### src/rtl/rx_data_sampler.sv
// UART receive front end on the 16x Baud_Clk: qualifies the start bit, samples data bits at centre,
// and opens the stop-bit window. Optional parity stage enabled by macro PARITY_EN.
module rx_data_sampler #(
  parameter int DATA_BITS  = 8,
  parameter int OVERSAMPLE = 16,
  parameter int PARITY_ODD = 0
) (
  input  logic        Baud_Clk,
  input  logic        Reset,
  input  logic        Rx_In,
  output logic [31:0] Rx_data,
  output logic        Check_Stop,
  output logic        Data_Ready,
  output logic        Rx_Busy,
  output logic        Start_Error,
  output logic        Parity_Error
);

  typedef enum logic [2:0] {
    IDLE,
    START,
    DATA,
`ifdef PARITY_EN
    PARITY,
`endif
    STOP
  } state_t;

  localparam logic [4:0] TICK_LAST = 5'(OVERSAMPLE - 1);
  localparam logic [4:0] TICK_MID  = 5'(OVERSAMPLE / 2 - 1);
  localparam logic [4:0] BIT_LAST  = 5'(DATA_BITS - 1);
`ifdef PARITY_EN
  localparam logic [31:0] DATA_MASK = 32'hFFFF_FFFF >> (32 - DATA_BITS);
`endif

  state_t     state;
  logic [4:0] tick;
  logic [4:0] bitn;
  logic       rx_m;
  logic       rxs;
  logic [1:0] sync_vld;
  logic       armed;

  // sync_vld keeps the reset value of the synchroniser from arming the receiver;
  // only a genuinely sampled high line may set armed.
  always_ff @(posedge Baud_Clk) begin
    if (Reset) begin
      state       <= IDLE;
      tick        <= '0;
      bitn        <= '0;
      rx_m        <= 1'b1;
      rxs         <= 1'b1;
      sync_vld    <= '0;
      armed       <= 1'b0;
      Rx_data     <= '0;
      Check_Stop  <= 1'b0;
      Data_Ready  <= 1'b0;
      Rx_Busy     <= 1'b0;
      Start_Error <= 1'b0;
`ifdef PARITY_EN
      Parity_Error <= 1'b0;
`endif
    end else begin
      rx_m        <= Rx_In;
      rxs         <= rx_m;
      sync_vld    <= {sync_vld[0], 1'b1};
      if (sync_vld[1] && rxs)
        armed <= 1'b1;
      Data_Ready  <= 1'b0;
      Start_Error <= 1'b0;
      tick        <= (tick == TICK_LAST) ? '0 : tick + 5'd1;

      case (state)
        IDLE: begin
          tick <= '0;
          if (armed && !rxs) begin
            state   <= START;
            Rx_Busy <= 1'b1;
          end
        end
        START: begin
          if (tick == TICK_MID) begin
            tick <= '0;
            if (!rxs) begin
              Rx_data <= '0;
              bitn    <= '0;
`ifdef PARITY_EN
              Parity_Error <= 1'b0;
`endif
              state   <= DATA;
            end else begin
              Start_Error <= 1'b1;
              Rx_Busy     <= 1'b0;
              state       <= IDLE;
            end
          end
        end
        DATA: begin
          if (tick == TICK_LAST) begin
            Rx_data[bitn] <= rxs;
            if (bitn == BIT_LAST) begin
`ifdef PARITY_EN
              state <= PARITY;
`else
              state      <= STOP;
              Check_Stop <= 1'b1;
              Data_Ready <= 1'b1;
`endif
            end else begin
              bitn <= bitn + 5'd1;
            end
          end
        end
`ifdef PARITY_EN
        PARITY: begin
          if (tick == TICK_LAST) begin
            Parity_Error <= (^(Rx_data & DATA_MASK)) ^ rxs ^ 1'(PARITY_ODD);
            state        <= STOP;
            Check_Stop   <= 1'b1;
            Data_Ready   <= 1'b1;
          end
        end
`endif
        STOP: begin
          if (tick == TICK_LAST) begin
            Check_Stop <= 1'b0;
            Rx_Busy    <= 1'b0;
            state      <= IDLE;
          end
        end
        default: begin
          state   <= IDLE;
          Rx_Busy <= 1'b0;
        end
      endcase
    end
  end

`ifndef PARITY_EN
  assign Parity_Error = 1'b0;
`endif

endmodule

### config.mk
export PLATFORM = sky130hd
export DESIGN_NAME = rx_data_sampler
export DESIGN_NICKNAME = d
export VERILOG_FILES = /design/src/rtl/rx_data_sampler.sv
export SDC_FILE = /design/constraint.sdc
export NUM_CORES = 1
export LEC_CHECK = 0
export ABC_CLOCK_PERIOD_IN_PS = 4500
export BUFFER_PORTS_ARGS = -buffer_cell sky130_fd_sc_hd__clkbuf_2
export CAP_MARGIN = 20
export CELL_PAD_IN_SITES_DETAIL_PLACEMENT = 1
export CELL_PAD_IN_SITES_GLOBAL_PLACEMENT = 2
export CORE_MARGIN = 2
export CORE_UTILIZATION = 36
export CTS_CLUSTER_SIZE = 28
export DETAILED_ROUTE_END_ITERATION = 10
export GPL_ROUTABILITY_DRIVEN = 0
export PLACE_DENSITY = 0.87
export SETUP_SLACK_MARGIN = 0.4
export SYNTH_ARGS = -nofsm -noshare
export SYNTH_HDL_FRONTEND = slang
export SYNTH_SLANG_ARGS = --single-unit
### constraint.sdc
create_clock -name Baud_Clk -period 4.5 [get_ports Baud_Clk]
set_input_delay 0.45 -clock Baud_Clk [delete_from_list [all_inputs] [get_ports Baud_Clk]]
set_output_delay 0.45 -clock Baud_Clk [all_outputs]
set_load 0.1 [all_outputs]
==> qor.yml, run 1 <==
first_pass_iters: 4
rsz0062_at_grt: "false"
cp_slowest_stage_delay_ns: 0.69
crit_type: "flop to flop"
p_leak_nw: 1.066
die_h_um: 87.25
synth-adder-area-share_pct: 2.508
synth.top_cell.area_share_pct: 42.53
synth_compound_area_share_pct: 28.08
synth.largest_area_cell: "dfxtp_1"
grt_pass1_wl_mm: 11.42
yosys-mux-area-fraction_pct: 0.4514
status: "completed"
port_buffers: 38
syn_area_mm2: 0.002495
antenna_cells: 0
crit_path_start: "tick[0]$_SDFF_PP0_"
peakVddDrop_v: 0.0001616
cp_cell_sequence: "ha_1 -> nand3b_2 -> nor2_1 -> nand3_1 -> o21ai_0"
slowest_stage: "nor2_1"
max_cap_violations: 0
h-tree-depth: 2
finalSetupViolCount: 0
synth_seq_area_share_pct: 42.53
cts_made_buffers: 5
grtUsageTotal_pct: 19.29
r2r_start: "tick[0]$_SDFF_PP0_"
antenna_found_initial: 0
die_w_um: 87.25
final_nets: 318
vias_per_cell: 5.859
core_area_mm2: 0.006756
sw_frac_of_total_pct: 21.18
pin_count: 40
synth_area_leaders: "dfxtp_1, a32o_1, o211ai_1, a31oi_1, o21ai_0"
synthToLayoutAreaGrowth_pct: 12.54
end_kind: "flop"
p_seq_share_pct: 53.7
synth_top_family_by_area: "compound AO/OA/AOI/OAI gates"
yosys-top-cells-count: "dfxtp_1, nor2_1, o21ai_0"
synthSimpleGateAreaFrac_pct: 19.46
ys_types: 45
hold_violations: 0
tns_ns: 0
internal_power_w: 0.0006967
slew_headroom_pct: 27.20
maxSlewViolCount: 0
skew_ns: 0.01006
synth_most_common_cell: "dfxtp_1"
hp-class: "input pin to flop"
wirelength_mm: 7.055
fin_crit_sh_pct: 49.74
cts.path.max_buffers: 2
cts_resized: 0
utilization_pct: 41.56
drc: 0
die_area_mm2: 0.007613
cts_setup_buffers: 0
dp_hpwl_mm: 4.690
tightest_slew_ns: 1.092
total_power_w: 0.0008840
cts_tree: "done"
ant_nets: 0
clkSinkCount: 53
wire_per_inst_um: 18.04
syn_inst: 290
grt_pass1_vias: 2159
cellPowerDensity_mw_per_mm2: 314.8
num_vias: 2291
timing.hold.ws_ns: 0.3025
root_buffer: "clkbuf_8"
ys_seq_elements: 53
drive_gt1_share_pct: 18.33
syn_area_per_cell_um2: 8.603
clk_latency_ns: 0.32
cp_top_family: "simple AND/OR/NAND/NOR gates"
clockPowerShare_pct: 44.0
switching_power_w: 0.0001873
startpoint_type: "flop"
drt-initial-drc-count: 100
crit_fanout: 13
ys.warnings.count: 0
fin_crit_ns: 2.238
critPathBufInv: 0
synth_edf_count: 0
arrival_ns: 2.48
synth_xor_area_share_pct: 0.7021
combPwrFrac_pct: 2.3
grt_overflow_total: 0
hold_buffers: 0
syn_nets: 298
clk_pin_slew_worst_paths_ns: 0.10
grt_max_degree: 31
required_ns: 4.75
rows: 30
max_freq_mhz: 446.8
async_flop_share_pct: 0
min-delay-start: "Rx_In"
start_util_pct: 36.93
synthFlopType: "dfxtp_1"
[layout by cell type, fill, tap and decap left out, drive strengths merged, types with 2 or more instances in the layout]
cell / instances
nand2: 13
dfxtp: 53
nor2: 21
a311oi: 2
o32ai: 6
nor2b: 5
a31oi: 16
nor4: 2
a32o: 11
o21a: 2
nand2b: 12
o211ai: 14
nand3b: 2
or2: 3
o21ai: 31
and3b: 2
a21oi: 15
ha: 5
nor3: 8
bufinv: 2
inv: 9
nand3: 12
and3: 5
clkbuf: 43
[power groups by stage]
| stage | Combinational [W] | Sequential [W] | Clock (W) |
|---|---|---|---|
| after floorplan | 0.0000171 | 0.000485 | 0 |
| after global placement | 0.0000204 | 0.000485 | 0 |
| after detailed placement | 0.0000203 | 0.000485 | 0 |
| after CTS | 0.0000203 | 0.000475 | 0.000393 |
| after global routing | 0.0000218 | 0.000475 | 0.000414 |
| final | 0.0000201 | 0.000475 | 0.000389 |
[per-stage QoR]
step                area (um2)  setup slack, ns  instances
finish                    2808            2.262        391
detailed placement        2674            2.303        383
CTS                       2808            2.274        391
global route              2808            2.058        391
global placement          2674            2.286        383
floorplan                 2495            2.969        290
[area by class of cell]
class,count,area (um2)
fillers,822,3949
multi-input cells,202,1281
flip-flops and latches,53,1061
repair buffers,39,197.7
well taps,80,100.1
clock buffers,5,68.82
clock inverters,3,65.06
inverters,9,33.78
[kinds of logic (layout without fill, tap and decap cells)]
logic type      count (synthesis)  after routing
simple gates                   89             89
compound gates                104            104
mux                             1              1
flops                          53             53
buf+inv                        35             56
fa+ha+maj                       5              5
other cells                     1              1
xor+xnor                        2              2
[worst paths after layout]
| kind | slack (ns) | depth (start not counted) | to |
|---|---|---|---|
| min | 0.30 | 2 | rx_m$_SDFF_PP1_ |
| min reg2reg | 0.43 | 1 | rxs$_SDFF_PP1_ |
| max reg2reg | 2.26 | 5 | Rx_data[13]$_SDFFE_PP0P_ |
| max | 2.26 | 5 | Rx_data[13]$_SDFFE_PP0P_ |
[sequential cells by signal, indices dropped and copies added (netlist names), 2 cells and up]
signal,flops
Rx_data,32
bitn,5
tick,5
sync_vld,2
state,2
[layer usage]
layer | vias up | GRT usage [%] | wire length, um
met5 | - | 0 | 0
met2 | 49 | 31.27 | 3251
met1 | 1129 | 26.02 | 3375
met3 | 9 | 4.171 | 340
li1 | 1104 | - | -
met4 | 0 | 5.035 | 87
[worst register-to-register path, stage by stage, from the launching register on]
cell	delay [ns]
dfxtp_1	0.36
ha_1	0.25
nand3b_2	0.21
nor2_1	0.69
nand3_1	0.40
o21ai_0	0.25
No activity file was read; power rests on OpenSTA's default activity.
==> inputs of run 2 (changes only) <==
--- a/config.mk
+++ b/config.mk
@@ -5,17 +5,17 @@
 export SDC_FILE = /design/constraint.sdc
 export NUM_CORES = 1
 export LEC_CHECK = 0
-export ABC_CLOCK_PERIOD_IN_PS = 4500
+export ABC_CLOCK_PERIOD_IN_PS = 2100
 export BUFFER_PORTS_ARGS = -buffer_cell sky130_fd_sc_hd__clkbuf_2
 export CAP_MARGIN = 20
 export CELL_PAD_IN_SITES_DETAIL_PLACEMENT = 1
 export CELL_PAD_IN_SITES_GLOBAL_PLACEMENT = 2
 export CORE_MARGIN = 2
-export CORE_UTILIZATION = 36
+export CORE_UTILIZATION = 33
 export CTS_CLUSTER_SIZE = 28
 export DETAILED_ROUTE_END_ITERATION = 10
 export GPL_ROUTABILITY_DRIVEN = 0
-export PLACE_DENSITY = 0.87
+export PLACE_DENSITY = 0.81
 export SETUP_SLACK_MARGIN = 0.4
 export SYNTH_ARGS = -nofsm -noshare
 export SYNTH_HDL_FRONTEND = slang
==> constraint.sdc (replaced) <==
create_clock -name Baud_Clk -period 2.1 [get_ports Baud_Clk]
set_input_delay 0.21 -clock Baud_Clk [delete_from_list [all_inputs] [get_ports Baud_Clk]]
set_output_delay 0.21 -clock Baud_Clk [all_outputs]
set_load 0.1 [all_outputs]
==> qor.yml, run 2 (synthesis results as in run 1) <==
final_nets: 330  # +3.8%
cellPowerDensity_mw_per_mm2: 562.7  # +79%
antenna_found_initial: 0  # unchanged
design_area_mm2: 0.002955  # +5.3%
vias_per_cell: 5.530  # -5.6%
dp_hpwl_mm: 4.870  # +3.8%
arrival_ns: 1.87  # -0.61 ns
grtUsageTotal_pct: 17.27  # -2.0 points
core_area_mm2: 0.007292  # +7.9%
h-tree-depth: 2  # unchanged
drive_gt1_share_pct: 25.78  # +7.4 points
cts_setup_buffers: 0  # unchanged
slew_headroom_pct: 59.69  # +32 points
crit_fanout: 6  # -7
place_area_mm2: 0.002780  # +4.0%
die_w_um: 90.95  # +4.2%
clk_pin_slew_worst_paths_ns: 0.10  # about the same
cts_tree: "done"
die_area_mm2: 0.008272  # +8.7%
holdPathStages: 2  # unchanged
antenna_cells: 0  # unchanged
wirelength_mm: 7.227  # +2.4%
clk_latency_ns: 0.30  # -0.02 ns
final_cell_mix: "dfxtp_1, clkbuf_2, nor2_1"
timing.hold.ws_ns: 0.08331  # -0.2192 ns
p_leak_nw: 1.133  # +6.2%
cts_made_buffers: 5  # unchanged
end_kind: "flop"
clkSinkCount: 53  # unchanged
synthToLayoutAreaGrowth_pct: 18.46
drt-initial-drc-count: 124  # +24%
root_buffer: "clkbuf_8"
startpoint_type: "flop"
num_vias: 2328  # +1.6%
total_power_w: 0.001663  # +88%
gr-usage-met1_pct: 23.67  # -2.3 points
peakVddDrop_v: 0.0002462  # +52%
tns_ns: 0  # unchanged
fin_crit_sh_pct: 79.27  # +30 points
drc: 0  # unchanged
max_freq_mhz: 600.7  # +34%
maxSlewViolCount: 0  # unchanged
cts.path.max_buffers: 2  # unchanged
largest_reg_flops: 32  # unchanged
grt_max_degree: 31  # unchanged
die_h_um: 90.95  # +4.2%
hold_violations: 0  # unchanged
crit_type: "flop to flop"
wire_per_inst_um: 17.17  # -4.9%
met2_usage_pct: 29.20  # -2.1 points
ant_nets: 0  # unchanged
status: "completed"
grt_pass1_wl_mm: 11.81  # +3.4%
top_usage_layer: "met2"
grt_pass1_vias: 2313  # +7.1%
required_ns: 2.30  # -2.45 ns
use_met3_pct: 2.988  # -1.2 points
skew_ns: 0.008783  # -0.001273 ns
start_util_pct: 34.21  # -2.7 points
max_cap_violations: 0  # unchanged
first_pass_iters: 4  # unchanged
rsz0062_at_grt: "true"
reg_top3: "Rx_data: 32 flops, bitn: 5 flops, tick: 5 flops"
finalSetupViolCount: 0  # unchanged
rows: 31  # +3.3%
utilization_pct: 40.53  # -1.0 points
grt_overflow_total: 0  # unchanged
final_common_cell: "dfxtp_1"
top_register: "Rx_data"
pin_count: 40  # unchanged
port_buffers: 38  # unchanged
r2r_cells: 4  # -1
fin_crit_ns: 1.665  # -0.5735 ns
hp-class: "input pin to flop"
tightest_slew_ns: 0.6001  # -0.4918 ns
==> run 2: cell type report <==
type | count | area [um2]
fillers | 906 | 4337
multi-input cells | 203 | 1363
flip-flops and latches | 53 | 1061
repair buffers | 50 | 287.8
well taps | 99 | 123.9
clock buffers | 7 | 86.33
inverters | 9 | 33.78
==> run 2: worst max-delay path: stages, from the launching register on <==
cell     delay [ns]
dfxtp_1        0.32
or4b_4         0.60
a21oi_4        0.26
o21ai_1        0.12
a32o_1         0.26
==> run 2: final timing paths <==
kind / slack (ns) / from / endpoint
setup / recovery: 0.44 / state[1]$_SDFFE_PP0P_ / Rx_data[5]$_SDFFE_PP0P_
hold / removal: 0.08 / Rx_In / rx_m$_SDFF_PP1_
setup reg to reg: 0.44 / state[1]$_SDFFE_PP0P_ / Rx_data[5]$_SDFFE_PP0P_
hold reg to reg: 0.42 / rx_m$_SDFF_PP1_ / rxs$_SDFF_PP1_
==> run 2: metrics by stage <==
step	cells	worst slack, ns
2_1_floorplan	290	0.5686
3_3_place_gp	413	0.4394
3_5_place_dp	413	0.3789
4_1_cts	420	0.3938
5_1_grt	421	0.3887
6_report	421	0.4353
==> run 2: layer usage <==
layer  share of wire, %  vias to the layer above  routed length (um)
li1                   -                     1130                   -
met1                 50                     1129                3594
met2                 45                       65                3256
met3                4.7                        4                 340
met4               0.50                        0                  36
met5                  0                        -                   0
==> run 2: what timing repair did <==
action | CTS | global route
gates cloned | 0 | 1
endpoints found under the setup margin | 9 | 34
hold buffers | 0 | 0
pin swaps | 0 | 1
resized for setup | 2 | 23
==> run 2: power breakdown <==
group          leakage (nW)  switching [W]  internal (W)
clock                0.0443       0.000333      0.000263
sequential            0.428     0.00000239       0.00101
combinational         0.660      0.0000417     0.0000128
total                  1.13       0.000377       0.00129
==> inputs of run 3 (changes only) <==
--- a/config.mk
+++ b/config.mk
@@ -5,17 +5,17 @@
 export SDC_FILE = /design/constraint.sdc
 export NUM_CORES = 1
 export LEC_CHECK = 0
-export ABC_CLOCK_PERIOD_IN_PS = 2100
+export ABC_CLOCK_PERIOD_IN_PS = 1400
 export BUFFER_PORTS_ARGS = -buffer_cell sky130_fd_sc_hd__clkbuf_2
 export CAP_MARGIN = 20
 export CELL_PAD_IN_SITES_DETAIL_PLACEMENT = 1
 export CELL_PAD_IN_SITES_GLOBAL_PLACEMENT = 2
 export CORE_MARGIN = 2
-export CORE_UTILIZATION = 33
+export CORE_UTILIZATION = 30
 export CTS_CLUSTER_SIZE = 28
 export DETAILED_ROUTE_END_ITERATION = 10
 export GPL_ROUTABILITY_DRIVEN = 0
-export PLACE_DENSITY = 0.81
+export PLACE_DENSITY = 0.77
 export SETUP_SLACK_MARGIN = 0.4
 export SYNTH_ARGS = -nofsm -noshare
 export SYNTH_HDL_FRONTEND = slang
==> constraint.sdc (replaced) <==
create_clock -name Baud_Clk -period 1.4 [get_ports Baud_Clk]
set_input_delay 0.14 -clock Baud_Clk [delete_from_list [all_inputs] [get_ports Baud_Clk]]
set_output_delay 0.14 -clock Baud_Clk [all_outputs]
set_load 0.1 [all_outputs]
==> qor.yml, run 3 (synthesis results as in run 1) <==
die_h_um: 95.20  # +4.7%
cts_made_buffers: 5  # unchanged
p_leak_nw: 1.882  # +66%
dp_hpwl_mm: 5.496  # +13%
max_freq_mhz: 588.1  # -2.1%
cts.path.max_buffers: 2  # unchanged
grt_max_degree: 22  # -29%
timing.hold.ws_ns: 0.2983  # +0.2150 ns
crit_path_end: "Rx_data[9]$_SDFFE_PP0P_"
crit_fanout: 10  # +4
hp-class: "input pin to flop"
grt_pass1_vias: 2776  # +20%
die_area_mm2: 0.009062  # +9.6%
regToRegSetupSlack_ns: -0.30  # -0.74 ns
start_util_pct: 30.67  # -3.5 points
cellPowerDensity_mw_per_mm2: 587.3  # +4.4%
antenna_cells: 0  # unchanged
reg_top3: "Rx_data: 32 flops, bitn: 5 flops, tick: 5 flops"
grt_overflow_total: 0  # unchanged
rsz0062_at_grt: "true"
tns_ns: -8.702  # -8.702 ns
first_pass_iters: 4  # unchanged
crit_path_start: "state[1]$_SDFFE_PP0P_"
skew_ns: 0.008564  # -0.0002199 ns
drive_gt1_share_pct: 56.97  # +31 points
cp_cell_sequence: "buf_8 -> nor4b_4 -> o21ai_4 -> buf_6 -> buf_12 -> o211ai_1 -> o21ai_1"
drt-initial-drc-count: 92  # -26%
final_cell_mix: "buf_4, dfxtp_2, clkbuf_16"
final_nets: 409  # +24%
maxSlewViolCount: 0  # unchanged
end_kind: "flop"
num_vias: 2768  # +19%
cts_tree: "done"
wirelength_mm: 10.45  # +45%
synthToLayoutAreaGrowth_pct: 88.57
top_register: "Rx_data"
clkSinkCount: 53  # unchanged
max_cap_violations: 0  # unchanged
clk_latency_ns: 0.33  # +0.03 ns
fin_crit_sh_pct: 121.5  # +42 points
cp_slowest_stage_delay_ns: 0.38  # -0.22 ns
crit_type: "flop to flop"
clk_pin_slew_worst_paths_ns: 0.09  # about the same
design_area_mm2: 0.004705  # +59%
place_area_mm2: 0.003198  # +15%
grtUsageTotal_pct: 21.65  # +4.4 points
h-tree-depth: 2  # unchanged
arrival_ns: 1.91  # +0.04 ns
r2r_cells: 7  # +3
finalSetupViolCount: 44  # +44
required_ns: 1.61  # -0.69 ns
final_common_cell: "buf_4"
grt_pass1_wl_mm: 14.90  # +26%
root_buffer: "clkbuf_8"
worst_slack_ns: -0.3004  # -0.7357 ns
startpoint_type: "flop"
vias_per_cell: 5.460  # -1.3%
r2r_start: "state[1]$_SDFFE_PP0P_"
ant_nets: 0  # unchanged
drc: 0  # unchanged
core_area_mm2: 0.008134  # +12%
largest_reg_flops: 32  # unchanged
r2r-end: "Rx_data[9]$_SDFFE_PP0P_"
pin_count: 40  # unchanged
status: "complete, but fails checks"
slowest_stage: "nor4b_4"
rows: 33  # +6.5%
peakVddDrop_v: 0.0004863  # +98%
violations: "negative setup slack"
die_w_um: 95.20  # +4.7%
fin_crit_ns: 1.700  # +0.03571 ns
antenna_found_initial: 0  # unchanged
dp_slack_ns: -0.3197  # -0.6987 ns
hold_violations: 0  # unchanged
port_buffers: 38  # unchanged
wire_per_inst_um: 20.60  # +20%
[run 3: changes by cell type in the layout (fill, tap and decap cells not counted), sizes merged]
| cell | previous run | this run |
|---|---|---|
| buf | 12 | 91 |
| dlygate4sd3 | 0 | 1 |
| a21oi | 16 | 15 |
| bufinv | 0 | 1 |
[run 3: per-stage QoR]
step / total power, W / utilization [%] / std cells
2_1_floorplan: 0.001613 / - / 290
3_3_place_gp: 0.001641 / 39.32 / 460
3_5_place_dp: 0.001642 / 39.32 / 460
4_1_cts: 0.002765 / 53.07 / 483
5_1_grt: 0.002850 / 57.84 / 507
6_report: 0.002763 / 57.84 / 507
[run 3: cell type report]
cell class,count,area (um2)
Fill cell,852,3430
Timing Repair Buffer,130,1753
Multi-Input combinational cell,202,1555
Sequential cell,53,1115
Tap cell,105,131.4
Clock buffer,7,86.33
Inverter,9,33.78
Clock inverter,1,30.03
[run 3: report_power, final]
part           internal, W  switching [W]
Combinational    0.0000400      0.0000738
Clock             0.000584       0.000546
Sequential         0.00151     0.00000421
[run 3: per-layer routing]
metal  global-route usage [%]  vias up  share of wire (%)
met5                        0        -                  0
met2                    39.03       60                 51
li1                         -     1292                  -
met1                    25.85     1388                 43
met4                    6.159        0                3.5
met3                    4.427       28                3.0
[run 3: worst min path at each step]
stage | startpoint | endpoint | slack [ns] | cells after the start
floorplan | Rx_In | rx_m$_SDFF_PP1_ | 0.24 | 1
global placement | Rx_In | rx_m$_SDFF_PP1_ | 0.33 | 2
detailed placement | Rx_In | rx_m$_SDFF_PP1_ | 0.33 | 2
CTS | Reset | bitn[0]$_SDFFE_PP0P_ | 0.25 | 2
global route | Reset | Rx_Busy$_SDFFE_PP0P_ | 0.30 | 2
finish | Reset | Rx_Busy$_SDFFE_PP0P_ | 0.30 | 2
[run 3: what timing repair did]
item,in CTS,in global routing
hold endpoints to repair,1,0
gates cloned,2,0
setup endpoints to repair,83,84
pin swaps,5,27
buffers inserted,12,24
resized for setup,144,63
hold buffers,1,0
[run 3: critical path: cells and delay by family, from the launching register on]
family          cells  cell delay (ns)
flops               1             0.35
buf+inv             3             0.40
simple gates        1             0.38
compound gates      3             0.45
